## src/rtl/ysyx_23060201_lsu_pkg.sv

```systemverilog
// rtl/ysyx_23060201_lsu_pkg.sv - LSU state encoding, funct3 codes, byte-lane mask constants
// Contents: lsu_state_e, funct3 localparams, base masks, width/misalignment helpers.
package ysyx_23060201_lsu_pkg;

  typedef enum logic [1:0] {
    LSU_IDLE = 2'd0,
    LSU_RD   = 2'd1,
    LSU_WR   = 2'd2,
    LSU_RESP = 2'd3
  } lsu_state_e;

  localparam logic [2:0] F3_LB  = 3'b000;
  localparam logic [2:0] F3_LH  = 3'b001;
  localparam logic [2:0] F3_LW  = 3'b010;
  localparam logic [2:0] F3_LBU = 3'b100;
  localparam logic [2:0] F3_LHU = 3'b101;
  localparam logic [2:0] F3_SB  = 3'b000;
  localparam logic [2:0] F3_SH  = 3'b001;
  localparam logic [2:0] F3_SW  = 3'b010;

  localparam logic [7:0] MASK_B = 8'h01;
  localparam logic [7:0] MASK_H = 8'h03;
  localparam logic [7:0] MASK_W = 8'h0F;

  // Unlisted funct3 codes fall through to word width.
  function automatic logic [7:0] lsu_base_mask(input logic [2:0] funct3);
    case (funct3)
      F3_LB, F3_LBU: lsu_base_mask = MASK_B;
      F3_LH, F3_LHU: lsu_base_mask = MASK_H;
      default:       lsu_base_mask = MASK_W;
    endcase
  endfunction

  function automatic logic lsu_misaligned(input logic [2:0] funct3, input logic [1:0] offset);
    case (funct3)
      F3_LB, F3_LBU: lsu_misaligned = 1'b0;
      F3_LH, F3_LHU: lsu_misaligned = offset[0];
      default:       lsu_misaligned = (offset != 2'b00);
    endcase
  endfunction

endpackage

```

## src/rtl/ysyx_23060201_lsu_align.sv

```systemverilog
// rtl/ysyx_23060201_lsu_align.sv - byte-lane mask, store data shift, load extract/extend
// Ports: funct3/offset select width and lane; wdata -> wdata_sh; rdata -> rdata_ext; mask is the lane mask.
module ysyx_23060201_lsu_align
  import ysyx_23060201_lsu_pkg::*;
(
  input  logic [2:0]  funct3,
  input  logic [1:0]  offset,
  input  logic [31:0] wdata,
  input  logic [31:0] rdata,
  output logic [7:0]  mask,
  output logic [31:0] wdata_sh,
  output logic [31:0] rdata_ext
);

  logic [31:0] rdata_sh;

  always_comb begin
    // 8-bit shift: lanes pushed past bit 7 are simply dropped.
    mask     = lsu_base_mask(funct3) << offset;
    wdata_sh = wdata << {offset, 3'b000};
    rdata_sh = rdata >> {offset, 3'b000};
    case (funct3)
      F3_LB:   rdata_ext = {{24{rdata_sh[7]}}, rdata_sh[7:0]};
      F3_LH:   rdata_ext = {{16{rdata_sh[15]}}, rdata_sh[15:0]};
      F3_LBU:  rdata_ext = {24'b0, rdata_sh[7:0]};
      F3_LHU:  rdata_ext = {16'b0, rdata_sh[15:0]};
      default: rdata_ext = rdata_sh;
    endcase
  end

endmodule

```

## src/rtl/ysyx_23060201_lsu.sv

```systemverilog
// rtl/ysyx_23060201_lsu.sv - load/store unit, single outstanding data-memory access
// Ports: req_* from EXU (valid/ready), rsp_* to WBU (valid/ready), mem_* read/write port to data memory.
// Option: define LSU_MISALIGN_CHECK_EN to answer misaligned H/W accesses with rsp_err instead of a memory access.
module ysyx_23060201_lsu
  import ysyx_23060201_lsu_pkg::*;
#(
  parameter int ADDR_WIDTH = 32,
  parameter int DATA_WIDTH = 32
) (
  input  logic                  clk,
  input  logic                  rst_n,
  input  logic                  req_valid,
  output logic                  req_ready,
  input  logic                  req_wen,
  input  logic [2:0]            req_funct3,
  input  logic [ADDR_WIDTH-1:0] req_addr,
  input  logic [DATA_WIDTH-1:0] req_wdata,
  output logic                  rsp_valid,
  input  logic                  rsp_ready,
  output logic [DATA_WIDTH-1:0] rsp_rdata,
  output logic                  rsp_err,
  output logic                  mem_ren,
  output logic [ADDR_WIDTH-1:0] mem_raddr,
  output logic [7:0]            mem_rmask,
  input  logic [DATA_WIDTH-1:0] mem_rdata,
  input  logic                  mem_rvalid,
  output logic                  mem_wen,
  output logic [ADDR_WIDTH-1:0] mem_waddr,
  output logic [7:0]            mem_wmask,
  output logic [DATA_WIDTH-1:0] mem_wdata
);

  lsu_state_e            state_q, state_d;
  logic [2:0]            funct3_q;
  logic [ADDR_WIDTH-1:0] addr_q;
  logic [DATA_WIDTH-1:0] wdata_q;
  logic [DATA_WIDTH-1:0] rdata_q;
  logic [7:0]            lane_mask;
  logic [DATA_WIDTH-1:0] wdata_sh;
  logic [DATA_WIDTH-1:0] rdata_ext;
  logic                  accept;
  logic                  bad_align;

  assign accept = req_valid && (state_q == LSU_IDLE);

`ifdef LSU_MISALIGN_CHECK_EN
  logic err_q;
  assign bad_align = lsu_misaligned(req_funct3, req_addr[1:0]);
  assign rsp_err   = err_q;
`else
  assign bad_align = 1'b0;
  assign rsp_err   = 1'b0;
`endif

  ysyx_23060201_lsu_align u_align (
    .funct3    (funct3_q),
    .offset    (addr_q[1:0]),
    .wdata     (wdata_q),
    .rdata     (mem_rdata),
    .mask      (lane_mask),
    .wdata_sh  (wdata_sh),
    .rdata_ext (rdata_ext)
  );

  always_ff @(posedge clk) begin
    if (!rst_n) state_q <= LSU_IDLE;
    else        state_q <= state_d;
  end

  always_comb begin
    state_d = state_q;
    case (state_q)
      LSU_IDLE: if (accept) state_d = bad_align ? LSU_RESP : (req_wen ? LSU_WR : LSU_RD);
      LSU_RD:   if (mem_rvalid) state_d = LSU_RESP;
      LSU_WR:   state_d = LSU_RESP;
      LSU_RESP: if (rsp_ready) state_d = LSU_IDLE;
      default:  state_d = LSU_IDLE;
    endcase
  end

  // Request fields and the result register; the result is cleared on accept so
  // stores and skipped accesses answer with zero.
  always_ff @(posedge clk) begin
    if (!rst_n) begin
      funct3_q <= '0;
      addr_q   <= '0;
      wdata_q  <= '0;
      rdata_q  <= '0;
`ifdef LSU_MISALIGN_CHECK_EN
      err_q    <= 1'b0;
`endif
    end else if (accept) begin
      funct3_q <= req_funct3;
      addr_q   <= req_addr;
      wdata_q  <= req_wdata;
      rdata_q  <= '0;
`ifdef LSU_MISALIGN_CHECK_EN
      err_q    <= bad_align;
`endif
    end else if (state_q == LSU_RD && mem_rvalid) begin
      rdata_q <= rdata_ext;
    end
  end

  assign req_ready = (state_q == LSU_IDLE);
  assign rsp_valid = (state_q == LSU_RESP);
  assign rsp_rdata = rdata_q;
  assign mem_ren   = (state_q == LSU_RD);
  assign mem_wen   = (state_q == LSU_WR);
  assign mem_raddr = mem_ren ? addr_q : '0;
  assign mem_rmask = mem_ren ? lane_mask : 8'h00;
  assign mem_waddr = mem_wen ? addr_q : '0;
  assign mem_wmask = mem_wen ? lane_mask : 8'h00;
  assign mem_wdata = mem_wen ? wdata_sh : '0;

endmodule

```

## config.mk

```make
export PLATFORM = sky130hd
export DESIGN_NAME = ysyx_23060201_lsu
export DESIGN_NICKNAME = d
export VERILOG_FILES = /design/src/rtl/ysyx_23060201_lsu_pkg.sv /design/src/rtl/ysyx_23060201_lsu_align.sv /design/src/rtl/ysyx_23060201_lsu.sv
export SDC_FILE = /design/constraint.sdc
export NUM_CORES = 1
export LEC_CHECK = 0
export BUFFER_PORTS_ARGS = -buffer_cell sky130_fd_sc_hd__buf_2
export CORE_MARGIN = 1.5
export CORE_UTILIZATION = 52
export DETAILED_ROUTE_END_ITERATION = 16
export GPL_ROUTABILITY_DRIVEN = 0
export HOLD_SLACK_MARGIN = 0.06
export PLACE_DENSITY = 0.93
export SLEW_MARGIN = 15
export SYNTH_ARGS = -nofsm -noshare
export SYNTH_HDL_FRONTEND = slang
export SYNTH_HIERARCHICAL = 1
export SYNTH_SLANG_ARGS = --single-unit
```

## constraint.sdc

```tcl
create_clock -name clk -period 4.3 [get_ports clk]
set_clock_uncertainty 0.1 [all_clocks]
set_input_delay 0.645 -clock clk [delete_from_list [all_inputs] [get_ports clk]]
set_output_delay 0.645 -clock clk [all_outputs]
set_load 0.05 [all_outputs]
```

## Word level (Yosys, flattened, before mapping)

Cells that the tools add are included.
W data, S select, Z words.

| storage, ports and cells | value |
|---|---|
| register bits | 101 |
| bits in latches | 0 |
| bits in writable memories | 0 |
| ROM bits | 0 |
| input port bits | 105 |
| output and inout port bits | 149 |
| logic and storage cells | 38 |
| memories | 0 |

| operators by class | value |
|---|---|
| add/subtract/negate cells | 0 |
| multiply operators | 0 |
| divide/modulo/power cells | 0 |
| order comparisons | 0 |
| eq/ne operators | 9 |
| shift-type cells | 3 |
| multiplexer cells | 12 |
| bitwise gates (word level) | 1 |
| reductions and logical operators | 8 |

Operators by type and width:

| operator | number |
|---|---|
| $pmux W32 S4 | 1 |
| $mux W32 | 3 |
| $shl A32 B5 Y32 | 1 |
| $shr A32 B5 Y32 | 1 |
| $mux W8 | 2 |
| $mux W2 | 4 |
| $pmux W2 S4 | 1 |
| $pmux W4 S2 | 1 |
| $shl A4 B2 Y8 | 1 |
| $eq A3 B3 Y1 const B | 2 |
| $ne A2 B1 Y1 const B | 3 |
| $reduce_or A2 Y1 | 3 |
| $eq A2 B2 Y1 const B | 2 |
| $eq A3 B1 Y1 const B | 1 |
| $logic_not A3 Y1 | 1 |
| $reduce_and A3 Y1 | 1 |
| $eq A2 B1 Y1 const B | 1 |
| $logic_and A1 B1 Y1 | 2 |
| $logic_not A2 Y1 | 1 |
| $not A1 Y1 | 1 |

## Longest topological paths before layout

| logic depth | value |
|---|---|
| depth in word-level cells | 5 |
| gate-level depth with buffers | 8 |
| depth with buffers taken out | 5 |

## Hierarchy

Netlist, hierarchy kept.

Modules (own cells, without submodules):

| module | instances | cells an instance | area an instance (µm²) | sequential area each (µm²) |
|---|---|---|---|---|
| ysyx_23060201_lsu | 1 | 581 | 4530.6 | 2021.9 |
| ysyx_23060201_lsu_align | 1 | 207 | 1457.6 | 0.0 |

## Least setup slack after synthesis

Ideal clock, no wire load.

| timing path | value |
|---|---|
| path type | flip-flop to output port |
| start point | register state_q[0] |
| end point | output mem_wdata[29] |
| data arrival time | 1.801 ns |
| data required time | 3.555 ns |
| setup slack | 1.754 ns |
| stages on the path, launching flop included | 6 |
| path buffers | 2 |
| path through | dfxtp_1 > inv_1 > ha_1 > clkbuf_1 > clkbuf_1 > and2_1 |

| between the ends | value |
|---|---|
| cells in the longest elaborated chain, start to end | 2 |

Ends and longest elaborated chain:

| what | RTL line | text |
|---|---|---|
| start: declaration | ysyx_23060201_lsu.sv:33 | `lsu_state_e state_q, state_d;` |
| start signal: assignment | ysyx_23060201_lsu.sv:67 | `else state_q <= state_d;` |
| $eq A2 B2 Y1 | ysyx_23060201_lsu.sv:109 | `assign mem_wen = (state_q == LSU_WR);` |
| named net mem_wen | ysyx_23060201_lsu.sv:27 | `output logic mem_wen,` |
| $mux W32 | ysyx_23060201_lsu.sv:114 | `assign mem_wdata = mem_wen ? wdata_sh : '0;` |
| end: declaration | ysyx_23060201_lsu.sv:30 | `output logic [DATA_WIDTH-1:0] mem_wdata` |

The timed path passes the listed nets, and every way through them passes these cells.

## Final worst setup path

| timing path | value |
|---|---|
| start point | register addr_q[0] |
| end point | output mem_wdata[29] |

| between the ends | value |
|---|---|
| cells in the longest elaborated chain, start to end | 2 |

Ends and longest elaborated chain:

| what | RTL line | text |
|---|---|---|
| start: declaration | ysyx_23060201_lsu.sv:35 | `logic [ADDR_WIDTH-1:0] addr_q;` |
| start signal: assignment | ysyx_23060201_lsu.sv:94 | `addr_q <= req_addr;` |
| $shl A32 B5 Y32 | ysyx_23060201_lsu_align.sv:20 | `wdata_sh = wdata << {offset, 3'b000};` |
| named net wdata_sh[29] | ysyx_23060201_lsu.sv:39 | `logic [DATA_WIDTH-1:0] wdata_sh;` |
| $mux W32 | ysyx_23060201_lsu.sv:114 |  |

The timed path passes the listed nets, and every way through them passes these cells.

==> results.toml <==
[status]
status = "finished, final reports clean"

[layout]
finish.utilization = 0.658
syn_to_final_growth_pct = 24.3
nFillCells = 941
drive_above_1_share = 0.314
nNetsFinal = 1100
antenna_cells = 0

[clocking]
clk_pin_slew_worst_paths_ps = 80
cts.repair.resized = 0
clk_path_buf_depth = 2
clkSinkCount = 101
cts_setup_buffers = 0
cts_made_buffers = 9
cts_root_buffer = "clkbuf_16"
h-tree-depth = 3
cts_hold_buffers = 0
cts_tree = "done"
clock_latency_ps = 340

[worst_setup_path]
cp.required_ps = 3560
crit_buf_inv = 2
cp-start-kind = "register"
slowest_delay_ps = 840
worst-path-max-fanout = 38
path_cells = "buf_4 -> mux2i_1 -> a21oi_1 -> and2_1 -> buf_2"
arrival_ps = 2270
end_kind = "primary output"
critPathSlowestCell = "dfxtp_2"
path_class = "reg -> out"
reg2reg_depth = 5
cp_num_cells = 5
crit_family = "flip-flops"

[timing]
hold_viol = 0
worst_pin_slew_ps = 1090
rsz0062_at_grt = "false"
min_period_over_period = 0.700
timing.hold.ws_ps = 353
layout_setup_ws_ps = 1290
fin_crit_ps = 3010
setup_violations = 0
drv_slew = 0
slew-limit-headroom = 0.270
fmax_mhz = 332
timing.setup.tns_ps = 0

[logic_synthesis]
synth_cell_type_count = 38
synthMuxAreaShare = 0.0756
synth_xor_area_frac = 0
synth_warnings = 6
syn-num-nets = 897
ys_seq_elements = 101
async_reset_ff_frac = 0
synth-adder-area-share = 0.00836
synth_edf_count = 0
synth_top_family_by_area = "simple AND/OR/NAND/NOR gates"
synth-simple-area-share = 0.312
syn_area_um2 = 5990
syn_inst = 788
synth_compound_area_frac = 0.201
ys_seq_area_frac = 0.338
synth_ff_type = "dfxtp_1"
synth.avg_cell_area_um2 = 7.60

[routing]
ant_nets = 0
vias_per_cell = 5.36
routedWlPerCell_um = 14.9
remaining_drc_errors = 0
wl_um = 17000
drt-initial-drc-count = 422
drt_pass1_iterations = 7
vias = 6100

[power]
pwr-share-clk = 0.224
p_comb_frac = 0.452
swShare = 0.457
switchingPower_w = 0.00172
seq_power_share = 0.323
power.leakage_nw = 3.50
powerDensity_nw_per_um2 = 504
ir_drop_mv = 0.356
p_int_w = 0.00204

[global_routing]
antenna_found_initial = 0
track_usage = 0.264
grt_overflow_total = 0
grt_pass1_wl_um = 25200
grt_pass1_vias = 5214
grt_max_degree = 74

[worst_hold_path]
holdCritPathClass = "reg -> reg"
hold_depth = 2

[die]
die_h_um = 110
num_rows = 39
dieArea_um2 = 12200
die_x_um = 110
core_um2 = 11300
initial_core_util = 0.529
ios = 254

[placed_design]
dp_slack_ps = 1640
dpl.hpwl_um = 12200
io_buffers = 250

[job]
drv_cap = 0
[metal layers]
layer	up-vias	GRT usage	share of wire
met4	0	0.108	0.026
met5	-	0	0
met3	31	0.0576	0.090
met2	303	0.430	0.47
met1	2791	0.337	0.42
li1	2975	-	-
[state kept, by name, indices dropped and copies added, names as in the netlist]
signal and count:
rsp_rdata 32, funct3_q 3, state_q 2, addr_q 32, wdata_q 32
[cells in the mapped netlist, types with 6 or more instances]
cell	number	area, um^2
o21ai_0	18	90.1
a21boi_1	30	225
o211ai_1	6	45.0
a211oi_1	8	60.1
mux2_2	14	158
buf_4	10	75.1
nor2b_1	13	81.3
clkbuf_1	31	116
and2_1	124	776
a21oi_1	41	205
mux2i_1	25	250
a21boi_0	37	278
nor2_1	22	82.6
buf_2	18	90.1
dfxtp_1	101	2020
nand2_1	235	882
a221oi_1	7	61.3
inv_1	6	22.5
o211ai_2	10	125
[layout make-up]
cell class	count	area (um^2)	share of cell area
multi-input cells	613	3590	0.482
repair buffers	260	1330	0.178
well taps	143	179	0.0240
flip-flops and latches	101	2020	0.272
inverters	6	22.5	0.00303
clock inverters	7	81.3	0.0109
clock buffers	9	225	0.0303
[worst paths after layout]
path,start,slack (ps),endpoint
max reg2reg,addr_q[0],1860,rsp_rdata[20]
max,addr_q[0],1290,mem_wdata[29]
min reg2reg,wdata_q[26],350,wdata_q[26]
min,wdata_q[26],350,wdata_q[26]
[cells in the final DEF (no fill, tap or decap), types with 13 or more instances in the layout]
master	netlist	final
mux2i_1	25	25
and2_1	124	123
nor2b_1	13	13
mux2_2	14	14
a21boi_1	30	30
buf_2	18	250
dfxtp_1	101	99
a21oi_1	41	41
nor2_1	22	22
a21boi_0	37	37
o21ai_0	18	18
nand2_1	235	234
[worst min-delay path, stage by stage, from the launching register on]
cell and delay, ps:
dfxtp_1 310, nand2_1 50, a21boi_1 50
[metrics by stage]
step,power (W),instance area [um^2],std cells
2_1_floorplan,0.00258,5990,788
3_3_place_gp,0.00288,7140,1123
3_5_place_dp,0.00292,7140,1123
4_1_cts,0.00376,7440,1139
5_1_grt,0.00397,7440,1139
6_report,0.00375,7440,1139
[logic make-up (layout without fill, tap and decap cells)]
group	Yosys count	count (layout)
multiplexers	42	42
AO/OA/AOI/OAI	165	165
adder cells (fa/ha/maj)	4	4
other	2	2
AND/OR/NAND/NOR	400	400
flip-flops	101	101
buffers and inverters	74	282
[power groups by stage]
stage	registers (W)	logic, W	clock network, W
global route	0.00123	0.00184	0.000897
finish	0.00121	0.00170	0.000841
detailed placement	0.00123	0.00169	0
CTS	0.00121	0.00170	0.000853
floorplan	0.00123	0.00135	0
global placement	0.00123	0.00165	0
Power figures use the tool's default switching activity.
